==> src/rtl/vram_write_queue_m_if.sv <==
// CPU-side write/fill request bus and VRAM write port of the VRAM write queue.
// The queue is the slave; the CPU decode / video timing side is the master.
interface vram_write_queue_m_if #(
  parameter int unsigned AW = 12
);
  logic          writable;
  logic          cpu_valid;
  logic          cpu_ready;
  logic [AW-1:0] cpu_address;
  logic [7:0]    cpu_data;
  logic          fill_start;
  logic [AW-1:0] fill_base;
  logic [AW-1:0] fill_len;
  logic [7:0]    fill_value;
  logic          busy;
  logic          overflow;
  logic          vram_we;
  logic [AW-1:0] vram_address;
  logic [7:0]    vram_data;

  modport master (
    output writable, cpu_valid, cpu_address, cpu_data,
    output fill_start, fill_base, fill_len, fill_value,
    input  cpu_ready, busy, overflow, vram_we, vram_address, vram_data
  );

  modport slave (
    input  writable, cpu_valid, cpu_address, cpu_data,
    input  fill_start, fill_base, fill_len, fill_value,
    output cpu_ready, busy, overflow, vram_we, vram_address, vram_data
  );
endinterface

==> src/rtl/vram_write_queue_m.sv <==
// Buffers CPU byte writes to VRAM and issues them, or hardware block fills,
// only while the video timing reports the write window open.
module vram_write_queue_m #(
  parameter int unsigned DEPTH = 16,
  parameter int unsigned AW    = 12
) (
  input logic                 clk,
  input logic                 rst,
  vram_write_queue_m_if.slave bus
);

  localparam int unsigned PW = $clog2(DEPTH);

  typedef enum logic [1:0] {
    IDLE      = 2'd0,
    FILL_WAIT = 2'd1,
    FILL      = 2'd2
  } state_e;

  state_e         state_q, state_d;
  logic [AW+7:0]  mem_q [DEPTH];
  logic [PW:0]    wr_ptr_q, rd_ptr_q;
  logic [PW:0]    count, count_d;
  logic           full, empty;
  logic           push, pop, fill_issue, fill_latch;
  logic           overflow_q;
  logic           vram_we_q;
  logic [AW-1:0]  vram_address_q;
  logic [7:0]     vram_data_q;
  logic [AW-1:0]  fill_cur_q, fill_rem_q;
  logic [7:0]     fill_val_q;
  logic [AW-1:0]  head_address;
  logic [7:0]     head_data;

  assign count = wr_ptr_q - rd_ptr_q;
  assign empty = (wr_ptr_q == rd_ptr_q);
  assign full  = (wr_ptr_q[PW] != rd_ptr_q[PW]) && (wr_ptr_q[PW-1:0] == rd_ptr_q[PW-1:0]);
  assign {head_address, head_data} = mem_q[rd_ptr_q[PW-1:0]];

  always_comb begin
    state_d    = state_q;
    push       = bus.cpu_valid && !full;
    pop        = (state_q != FILL) && bus.writable && !empty;
    fill_issue = 1'b0;
    fill_latch = 1'b0;
    count_d    = count + (PW+1)'(push) - (PW+1)'(pop);
    // Emptiness is judged after this edge's push/pop, so a same-cycle push defers the fill.
    case (state_q)
      IDLE: begin
        if (bus.fill_start && (bus.fill_len != '0)) begin
          fill_latch = 1'b1;
          state_d    = (count_d == '0) ? FILL : FILL_WAIT;
        end
      end
      FILL_WAIT: begin
        if (count_d == '0) state_d = FILL;
      end
      FILL: begin
        if (bus.writable) begin
          fill_issue = 1'b1;
          if (fill_rem_q == AW'(1)) state_d = IDLE;
        end
      end
      default: state_d = IDLE;
    endcase
  end

  always_ff @(posedge clk) begin
    if (push) mem_q[wr_ptr_q[PW-1:0]] <= {bus.cpu_address, bus.cpu_data};
  end

  always_ff @(posedge clk) begin
    if (!rst) begin
      state_q        <= IDLE;
      wr_ptr_q       <= '0;
      rd_ptr_q       <= '0;
      overflow_q     <= 1'b0;
      vram_we_q      <= 1'b0;
      vram_address_q <= '0;
      vram_data_q    <= '0;
      fill_cur_q     <= '0;
      fill_rem_q     <= '0;
      fill_val_q     <= '0;
    end else begin
      state_q    <= state_d;
      overflow_q <= overflow_q | (bus.cpu_valid & full);
      vram_we_q  <= pop | fill_issue;
      if (push) wr_ptr_q <= wr_ptr_q + 1'b1;
      if (pop) begin
        rd_ptr_q       <= rd_ptr_q + 1'b1;
        vram_address_q <= head_address;
        vram_data_q    <= head_data;
      end else if (fill_issue) begin
        vram_address_q <= fill_cur_q;
        vram_data_q    <= fill_val_q;
      end
      if (fill_latch) begin
        fill_cur_q <= bus.fill_base;
        fill_rem_q <= bus.fill_len;
        fill_val_q <= bus.fill_value;
      end else if (fill_issue) begin
        fill_cur_q <= fill_cur_q + 1'b1;
        fill_rem_q <= fill_rem_q - 1'b1;
      end
    end
  end

  assign bus.cpu_ready    = !full;
  assign bus.busy         = (state_q != IDLE) || !empty;
  assign bus.overflow     = overflow_q;
  assign bus.vram_we      = vram_we_q;
  assign bus.vram_address = vram_address_q;
  assign bus.vram_data    = vram_data_q;

endmodule

==> src/flat_wrapper.sv <==
// flat-port wrapper written by rule: the top's interface ports become plain ports
module vram_write_queue_m_flat 
#(
  parameter int unsigned DEPTH = 16,
  parameter int unsigned AW    = 12
)
  (clk, rst, bus_writable, bus_cpu_valid, bus_cpu_address, bus_cpu_data, bus_fill_start, bus_fill_base, bus_fill_len, bus_fill_value, bus_cpu_ready, bus_busy, bus_overflow, bus_vram_we, bus_vram_address, bus_vram_data);
  vram_write_queue_m_if #(.AW(AW)) bus_i ();
  input logic clk;
  input logic rst;
  input wire logic [$bits(bus_i.writable)-1:0] bus_writable;
  input wire logic [$bits(bus_i.cpu_valid)-1:0] bus_cpu_valid;
  input wire logic [$bits(bus_i.cpu_address)-1:0] bus_cpu_address;
  input wire logic [$bits(bus_i.cpu_data)-1:0] bus_cpu_data;
  input wire logic [$bits(bus_i.fill_start)-1:0] bus_fill_start;
  input wire logic [$bits(bus_i.fill_base)-1:0] bus_fill_base;
  input wire logic [$bits(bus_i.fill_len)-1:0] bus_fill_len;
  input wire logic [$bits(bus_i.fill_value)-1:0] bus_fill_value;
  output wire logic [$bits(bus_i.cpu_ready)-1:0] bus_cpu_ready;
  output wire logic [$bits(bus_i.busy)-1:0] bus_busy;
  output wire logic [$bits(bus_i.overflow)-1:0] bus_overflow;
  output wire logic [$bits(bus_i.vram_we)-1:0] bus_vram_we;
  output wire logic [$bits(bus_i.vram_address)-1:0] bus_vram_address;
  output wire logic [$bits(bus_i.vram_data)-1:0] bus_vram_data;
  assign bus_i.writable = bus_writable;
  assign bus_i.cpu_valid = bus_cpu_valid;
  assign bus_i.cpu_address = bus_cpu_address;
  assign bus_i.cpu_data = bus_cpu_data;
  assign bus_i.fill_start = bus_fill_start;
  assign bus_i.fill_base = bus_fill_base;
  assign bus_i.fill_len = bus_fill_len;
  assign bus_i.fill_value = bus_fill_value;
  assign bus_cpu_ready = bus_i.cpu_ready;
  assign bus_busy = bus_i.busy;
  assign bus_overflow = bus_i.overflow;
  assign bus_vram_we = bus_i.vram_we;
  assign bus_vram_address = bus_i.vram_address;
  assign bus_vram_data = bus_i.vram_data;
  vram_write_queue_m #(.DEPTH(DEPTH), .AW(AW)) u_core (.clk(clk), .rst(rst), .bus(bus_i));
endmodule
==> config.mk <==
export PLATFORM = sky130hd
export DESIGN_NAME = vram_write_queue_m_flat
export DESIGN_NICKNAME = d
export VERILOG_FILES = /design/src/rtl/vram_write_queue_m_if.sv /design/src/rtl/vram_write_queue_m.sv /design/src/flat_wrapper.sv
export SDC_FILE = /design/constraint.sdc
export NUM_CORES = 1
export LEC_CHECK = 0
export CORE_AREA = 2 2 172 174
export CTS_BUF_LIST = sky130_fd_sc_hd__clkbuf_8 sky130_fd_sc_hd__clkbuf_16
export DETAILED_ROUTE_END_ITERATION = 7
export DIE_AREA = 0 0 174 176
export PLACE_DENSITY_LB_ADDON = 0.12
export RECOVER_POWER = 50
export SLEW_MARGIN = 20
export SYNTH_ARGS = -nofsm -noshare
export SYNTH_HDL_FRONTEND = slang
export SYNTH_SLANG_ARGS = --single-unit
==> constraint.sdc <==
create_clock -name clk -period 5.3 [get_ports clk]
set_input_delay 1.325 -clock clk [delete_from_list [all_inputs] [get_ports clk]]
set_output_delay 1.325 -clock clk [all_outputs]
set_load 0.005 [all_outputs]
# [Yosys cells after proc, flatten, opt, wreduce, memory -nomap -nowiden]
# Memories as Yosys holds them, arrays and structs flattened. A register that Yosys moved wholly into a read port is not among the register bits.
# Index checks and enable logic that the tools add are counted.
# W data, S select, Z words.
[classes] n_addsub=7 eq_ne=11 mux=22 bitwise_logic=3 reduce_logical=15
[ops] cell="$mux W12" count=6
[ops] cell="$mux W8" count=2
[ops] cell="$add A12 B1 Y12 const B" count=1
[ops] cell="$eq A12 B1 Y1 const B" count=1
[ops] cell="$reduce_bool A12 Y1" count=1
[ops] cell="$sub A12 B1 Y12 const B" count=1
[ops] cell="$add A5 B1 Y5 const B" count=2
[ops] cell="$mux W2" count=5
[ops] cell="$mux W4" count=2
[ops] cell="$mux W1" count=6
[ops] cell="$ne A2 B1 Y1 const B" count=3
[ops] cell="$pmux W2 S3" count=1
[ops] cell="$reduce_bool A2 Y1" count=3
[ops] cell="$add A5 B1 Y5" count=1
[ops] cell="$eq A5 B5 Y1" count=1
[ops] cell="$logic_and A1 B1 Y1" count=5
[ops] cell="$logic_not A5 Y1" count=1
[ops] cell="$sub A5 B1 Y5" count=1
[ops] cell="$sub A5 B5 Y5" count=1
[ops] cell="$eq A4 B4 Y1" count=1
[ops] cell="$ne A2 B2 Y1 const B" count=2
[ops] cell="$reduce_and A4 Y1" count=1
[ops] cell="$eq A2 B1 Y1 const B" count=1
[ops] cell="$eq A2 B2 Y1 const B" count=1
[ops] cell="6 further kinds" count=8
[totals] register_bits=66 mem_bits_rw=320 inputBits=57 out_inout_bits=24 wordCells=69 mem_count=1
[mem_list] name="u_core.mem_q" words=16 word_bits=20 rd=1 rd_clocked_by_memory_dff=1 write_ports=1 line="vram_write_queue_m.sv:21" source="logic [AW+7:0] mem_q [DEPTH];"

# [Longest topological paths before layout]
# Gate-level depths: netlist of the first run.
[logic_depth] word_depth=10 depth_mapped=17 ltp_nobuf=15

# [Least setup slack after synthesis of the first run]
# Ideal clock, no wire load.
[synth_timing] path_kind="register to register" from="register u_core.wr_ptr_q[2]" to="register u_core.state_q[1]" setup_ns=0.061 t_arrival_ns=4.027 t_required_ns=5.239 path_slack_ns=1.212 path_stages_with_launch=18 n_path_buf=2 period_less_slack_ns=4.088 path_cell_list="dfxtp_1 clkbuf_1 inv_1 ha_1 nand2_1 or4_1 buf_2 nand3_2 inv_1 fa_1 inv_1 fa_1 ha_1 fa_1 xor2_1 nor4_1 a21oi_1 and4b_1"
[synth_via] elab_cells_between_ends=16 classes_between="add/sub: 3; eq/ne: 3; mux: 3; reduce/logical: 7"
[synth_rtl] element="start: declaration" line="vram_write_queue_m.sv:22" source="logic [PW:0] wr_ptr_q, rd_ptr_q;"
[synth_rtl] element="start signal: assignment" line="vram_write_queue_m.sv:88" source="if (push) wr_ptr_q <= wr_ptr_q + 1'b1;"
[synth_rtl] element="$eq A5 B5 Y1 (*)" line="vram_write_queue_m.sv:36" source="assign empty = (wr_ptr_q == rd_ptr_q);"
[synth_rtl] element="$logic_not A1 Y1 (*)" line="vram_write_queue_m.sv:43" source="pop = (state_q != FILL) && bus.writable && !empty;"
[synth_rtl] element="$logic_and A1 B1 Y1 (*)" line="vram_write_queue_m.sv:43"
[synth_rtl] element="net u_core.pop" line="vram_write_queue_m.sv:25" source="logic push, pop, fill_issue, fill_latch;"
[synth_rtl] element="$sub A5 B1 Y5 (*)" line="vram_write_queue_m.sv:46" source="count_d = count + (PW+1)'(push) - (PW+1)'(pop);"
[synth_rtl] element="$logic_not A5 Y1 (*)" line="vram_write_queue_m.sv:52, vram_write_queue_m.sv:56"
[synth_rtl] element="$mux W2" line="vram_write_queue_m.sv:52" source="state_d = (count_d == '0) ? FILL : FILL_WAIT;"
[synth_rtl] element="$mux W2" line="vram_write_queue_m.sv:50" source="if (bus.fill_start && (bus.fill_len != '0)) begin"
[synth_rtl] element="$pmux W2 S3" line="vram_write_queue_m.sv:48" source="case (state_q)"
[synth_rtl] element="end signal: assignment" line="vram_write_queue_m.sv:85" source="state_q <= state_d;"
[synth_rtl] element="end: declaration" line="vram_write_queue_m.sv:20" source="state_e state_q, state_d;"
# Mark *: on every way through the listed nets, which the timed path passes. The rest lies on a longest branch. The select of a mux whose other input is x is not followed.
# A chain may end at the register's enable or synchronous reset.

==> results of run 1 <==
[flip-flops by register name, summed over array words and instances (netlist names), named ones only]
signal / cells
u_core.bus.vram_we: 1
u_core.rd_ptr_q: 5
u_core.fill_cur_q: 12
u_core.fill_rem_q: 12
u_core.wr_ptr_q: 5
u_core.bus.vram_address: 12
u_core.state_q: 2
u_core.bus.vram_data: 8
u_core.bus.overflow: 1
u_core.mem_q: 320
u_core.fill_val_q: 8
[cells in the final DEF (no fill, tap or decap), drive strengths merged, types with 27 or more instances in the layout]
cell type	instances
a22oi	27
clkbuf	51
clkdlybuf4s50	57
dfxtp	70
edfxtp	320
inv	29
mux2	41
mux4	80
nand2	67
nor2	36
[cell families after synthesis]
family	after synthesis	share of synthesized area, %
flops	390	70.2
simple gates	168	5.19
mux	122	14.5
compound gates	117	5.31
buf+inv	68	1.97
xor+xnor	21	1.17
fa+ha+maj	19	1.66
[power by group]
group	internal (mW)	switching, mW	leakage [nW]
Clock	1.57	1.12	0.673
Combinational	0.407	0.518	1.83
Sequential	3.44	0.123	3.46
[metal layers]
metal / up-vias / wire, µm / GRT usage [%]
met3: 57 / 2570 / 4.52
met1: 4413 / 16000 / 35.1
li1: 3807 / - / -
met4: 0 / 797 / 7.07
met2: 348 / 16500 / 37.1
met5: - / 0 / 0
[path summary, 6_finish.rpt]
path | slack, ns | startpoint | end | depth (start not counted)
max | 0.84 | rst | register | 4
min | 0.47 | u_core.fill_val_q[5] | u_core.fill_val_q[5] | 2
max reg2reg | 0.87 | u_core.wr_ptr_q[2] | u_core.state_q[1] | 15
min reg2reg | 0.47 | u_core.fill_val_q[5] | u_core.fill_val_q[5] | 2
[worst reg2reg max path, cell delays in order (launching register included)]
cell	delay, ns
dfxtp_1	0.51
inv_1	0.14
ha_1	0.38
nand2_1	0.12
or4_1	0.63
nand3_2	0.21
inv_1	0.08
fa_1	0.41
inv_1	0.08
fa_1	0.41
ha_1	0.23
fa_1	0.44
xor2_1	0.17
nor4_1	0.20
a21oi_1	0.11
and4b_1	0.24
[final cells by class]
cell class	count	share of cell area [%]
Clock inverter	27	0.794
Tap cell	384	2.63
Inverter	17	0.349
Timing Repair Buffer	106	5.61
Sequential cell	390	60.3
Clock buffer	47	6.19
Multi-Input combinational cell	447	24.2
==> impl_metrics.env, run 1 <==
export IMPL_coreArea_um2=28500
export IMPL_viasPerCell=6.08
export IMPL_drv_cap=2
export IMPL_worst_hold_slack_ns=0.468
export IMPL_crit_chain="buf_2, clkbuf_1, inv_1, a21oi_1"
export IMPL_rsz0062_at_grt="false"
export IMPL_place_detailed_hpwl_um=20500
export IMPL_nNetsFinal=1079
export IMPL_ys_flop_type="edfxtp_1"
export IMPL_cts_setup_buffers=0
export IMPL_placed_cell_area_um2=17000
export IMPL_cp_required_ns=5.71
export IMPL_antenna_found_initial=1
export IMPL_firstDrtPassIters=5
export IMPL_clockBufferDepth=3
export IMPL_cts_hold_fix_buffers=0
export IMPL_num_vias=8625
export IMPL_gr_usage_all_layers_pct=23.9
export IMPL_die_x_um=174
export IMPL_place_gp_congestion=0.818
export IMPL_worst_skew_pair_late_latency_ns=0.53
export IMPL_maxSlewHeadroom_pct=-70.9
export IMPL_fin_util_pct=64.0
export IMPL_num_io_pins=81
export IMPL_finalPower_mw=7.18
export IMPL_synth_largest_area_cell="edfxtp_1"
export IMPL_synth_seq_cells=390
export IMPL_crit_path_start_kind="input port"
export IMPL_async_flop_share_pct=0
export IMPL_synth_edff_count=320
export IMPL_p_leak_nw=5.97
export IMPL_multi_input_area_um2=4420
export IMPL_seq_area_frac_synth_pct=70.2
export IMPL_drc=0
export IMPL_fin_cells=1418
export IMPL_yosysMostFrequentCell="edfxtp_1"
export IMPL_syn_inst=905
export IMPL_fp_row_count=62
export IMPL_p_per_area_nw_per_um2=393
export IMPL_setup_viol=0
export IMPL_ant_nets=0
export IMPL_fin_skew_ns=0.0136
export IMPL_path_buf_inv=3
export IMPL_path_max_fanout=46
export IMPL_ys_types=59
export IMPL_violations="capacitance limit, slew limit"
export IMPL_area_delta_synth_final_pct=16.6
export IMPL_max_freq_mhz=224
export IMPL_post_route_period_util_pct=84.1
export IMPL_synth_top_area_share_pct=61.3
export IMPL_diodes=0
export IMPL_synth_warnings=0
export IMPL_max_slew_worst_pin_slew_ns=2.56
export IMPL_io_buffers=80
export IMPL_drv_slew=69
export IMPL_tritoncts="done"
export IMPL_cp_end_kind="register"
export IMPL_place_inst=1344
export IMPL_wirelength_um=35900
export IMPL_syn_area_um2=15700
export IMPL_slowest_stage="clkbuf_1"
export IMPL_crit_family="buffers and inverters"
export IMPL_ctsResizeCount=0
export IMPL_die_area_um2=30600
export IMPL_fp_dieH_um=176
export IMPL_grt_ovfl_total=0
export IMPL_hp_class="reg -> reg"
export IMPL_tns_ns=0
export IMPL_cts_buffers_inserted=41
export IMPL_first_iter_violations=779
export IMPL_outcome="complete, but fails checks"
export IMPL_grt_max_degree=50
export IMPL_cts_htree_levels=2
export IMPL_drive_gt1_share_pct=22.0
export IMPL_wl_per_cell_um=25.3
export IMPL_seqCellArea_um2=11000
export IMPL_fin_crit_ns=4.46
export IMPL_synth_nets=981
export IMPL_peakVddDrop_mv=0.287
export IMPL_grt_pass1_vias=8747
export IMPL_layout_setup_ws_ns=0.841
export IMPL_cts_sinks=390
export IMPL_path_clk_slew_ns=0.06
export IMPL_synthTopCellsByArea="edfxtp_1 (61%), mux4_2 (11%), dfxtp_1 (8.9%)"
export IMPL_synth_top_cells_by_count="edfxtp_1 (320), mux4_2 (80), dfxtp_1 (70), nand2_1 (67), mux2_2 (40)"
export IMPL_avgSynthCellArea_um2=17.3
export IMPL_final_area_um2=18300
export IMPL_initial_core_util_pct=54.9
export IMPL_nFillCells=2088
export IMPL_max_stage_delay_ns=1.82
export IMPL_clock_tree_root_cell="clkbuf_16"
export IMPL_grt_pass1_wl_um=54100
export IMPL_final_hold_viol_count=0
export IMPL_crit_arrival_ns=4.87
export IMPL_worstSetupPathType="in -> reg"
export IMPL_pre_cts_ws_ns=0.744
Note: power is estimated with default switching activity, not from simulation.
==> run 2, diff against run 1 <==
--- a/config.mk
+++ b/config.mk
@@ -5,10 +5,10 @@
 export SDC_FILE = /design/constraint.sdc
 export NUM_CORES = 1
 export LEC_CHECK = 0
-export CORE_AREA = 2 2 172 174
+export CORE_AREA = 2 2 174 176
 export CTS_BUF_LIST = sky130_fd_sc_hd__clkbuf_8 sky130_fd_sc_hd__clkbuf_16
 export DETAILED_ROUTE_END_ITERATION = 7
-export DIE_AREA = 0 0 174 176
+export DIE_AREA = 0 0 176 178
 export PLACE_DENSITY_LB_ADDON = 0.12
 export RECOVER_POWER = 50
 export SLEW_MARGIN = 20
==> constraint.sdc (replaced) <==
create_clock -name clk -period 4.1 [get_ports clk]
set_input_delay 1.025 -clock clk [delete_from_list [all_inputs] [get_ports clk]]
set_output_delay 1.025 -clock clk [all_outputs]
set_load 0.005 [all_outputs]
==> run 2 against run 1 <==
  * The flow still finishes with violations (capacitance limit, slew limit)
  * Core utilization decreased by 1.4 points
  * Global-route usage hardly changed
  * Sequential share of layout area decreased by 0.44 points
  * Highest routed layer is now met5
  * Flip-flop and latch count is the same
  * Critical path type is now reg -> out
  * Power rose by 32%
  * First-iteration DRC count down 7.3%
==> impl_metrics.env, run 2 (same netlist as run 1, synthesis figures left out) <==
export IMPL_ant_nets=0
export IMPL_wirelength_um=36500
export IMPL_cts_setup_buffers=0
export IMPL_largest_register_ff_count=320
export IMPL_combPwrFrac_pct=12.3
export IMPL_rsz0062_at_grt="false"
export IMPL_fin_skew_ns=0.0151
export IMPL_final_hold_viol_count=0
export IMPL_grt_pass1_vias=8579
export IMPL_peakVddDrop_mv=0.357
export IMPL_tns_ns=0
export IMPL_fin_crit_ns=3.86
export IMPL_max_freq_mhz=259
export IMPL_cts_hold_fix_buffers=0
export IMPL_cts_sinks=390
export IMPL_crit_path_start_kind="register"
export IMPL_drv_slew=42
export IMPL_internal_power_mw=7.11
export IMPL_pwr_share_seq_pct=49.3
export IMPL_setup_viol=0
export IMPL_switching_share_pct=24.9
export IMPL_nNetsFinal=1087
export IMPL_fp_dieH_um=178
export IMPL_crit_arrival_ns=2.83
export IMPL_post_route_period_util_pct=94.1
export IMPL_place_detailed_hpwl_um=20300
export IMPL_fp_row_count=63
export IMPL_gr_usage_all_layers_pct=23.9
export IMPL_place_gp_congestion=0.792
export IMPL_first_iter_violations=722
export IMPL_num_io_pins=81
export IMPL_outcome="complete, but fails checks"
export IMPL_clockBufferDepth=3
export IMPL_p_per_area_nw_per_um2=514
export IMPL_worst_hold_slack_ns=0.454
export IMPL_firstDrtPassIters=5
export IMPL_grt_pass1_wl_um=54400
export IMPL_cp_required_ns=3.07
export IMPL_path_clk_slew_ns=0.06
export IMPL_grt_ovfl_total=0
export IMPL_antenna_found_initial=2
export IMPL_io_buffers=80
export IMPL_drive_gt1_share_pct=23.3
export IMPL_cp_end_kind="output port"
export IMPL_hp_class="reg -> reg"
export IMPL_max_stage_delay_ns=0.50
export IMPL_clock_tree_root_cell="clkbuf_16"
export IMPL_crit_chain="inv_1, ha_4, nand2_1, or4_1, clkbuf_1, or3_1, clkdlybuf4s50_1"
export IMPL_max_slew_worst_pin_slew_ns=1.85
export IMPL_ctsResizeCount=0
export IMPL_viasPerCell=6.04
export IMPL_die_area_um2=31300
export IMPL_worstSetupPathType="reg -> out"
export IMPL_path_max_fanout=6
export IMPL_grt_max_degree=46
export IMPL_cts_buffers_inserted=42
export IMPL_initial_core_util_pct=53.3
export IMPL_drv_cap=2
export IMPL_tritoncts="done"
export IMPL_die_x_um=176
export IMPL_p_leak_nw=6.02
export IMPL_cts_htree_levels=2
export IMPL_num_vias=8667
export IMPL_area_delta_synth_final_pct=17.4
export IMPL_layout_common_cells="edfxtp_1 (320), mux4_2 (80), nand2_1 (67), dfxtp_1 (67), clkdlybuf4s50_1 (56)"
export IMPL_maxSlewHeadroom_pct=-23.3
export IMPL_slowest_stage="or4_1"
export IMPL_violations="capacitance limit, slew limit"
export IMPL_wl_per_cell_um=25.4
export IMPL_drc=0
export IMPL_worst_skew_pair_late_latency_ns=0.54
export IMPL_final_common_cell="edfxtp_1"
export IMPL_coreArea_um2=29400
export IMPL_p_switching_mw=2.36
export IMPL_clkPwrFrac_pct=38.4
## run 2: metal layers
| layer | vias to the layer above | wire length, µm | global-route usage [%] |
|---|---|---|---|
| met3 | 55 | 2620 | 3.94 |
| li1 | 3819 | - | - |
| met5 | - | 13 | 0 |
| met2 | 329 | 17800 | 39.3 |
| met1 | 4462 | 15300 | 33.6 |
| met4 | 2 | 732 | 6.44 |
## run 2: area by class of cell
cell class | count | area, µm²
diodes | 1 | 2.50
clock buffers | 51 | 1190
clock inverters | 26 | 179
fillers | 2129 | 11000
inverters | 17 | 63.8
multi-input cells | 447 | 4430
flip-flops and latches | 390 | 11000
well taps | 390 | 488
repair buffers | 113 | 1040
## run 2: critical path, delay by kind of cell (launching register included)
family / cells / cell delay, ns
buf+inv: 3 / 0.76
fa+ha+maj: 1 / 0.31
simple gates: 3 / 0.92
flops: 1 / 0.32
## run 2: power by group through the flow
| stage | sequential [mW] | combinational, mW | clock, mW |
|---|---|---|---|
| floorplan | 4.63 | 0.752 | 0 |
| global placement | 4.74 | 1.14 | 0 |
| detailed placement | 4.74 | 1.16 | 0 |
| CTS | 4.66 | 1.17 | 3.70 |
| global route | 4.68 | 1.27 | 3.85 |
| finish | 4.66 | 1.17 | 3.64 |
## run 2: metrics by stage
stage	util [%]	cells	cell area [µm²]	power (mW)	worst slack, ns
floorplan	-	905	15700	5.38	0.0117
global placement	58.0	1357	17100	5.89	0.126
detailed placement	58.0	1357	17100	5.91	0.0484
CTS	62.7	1434	18400	9.54	0.145
global route	62.6	1435	18400	9.81	0.0540
finish	62.6	1435	18400	9.47	0.241
## run 2: path summary, 6_finish.rpt
check                         end                  from  cells past startpoint  slack [ns]
max                      bus_busy    u_core.wr_ptr_q[2]                      7        0.24
min          u_core.fill_val_q[5]  u_core.fill_val_q[5]                      2        0.45
max reg2reg     u_core.state_q[1]    u_core.wr_ptr_q[2]                     14        0.24
min reg2reg  u_core.fill_val_q[5]  u_core.fill_val_q[5]                      2        0.45
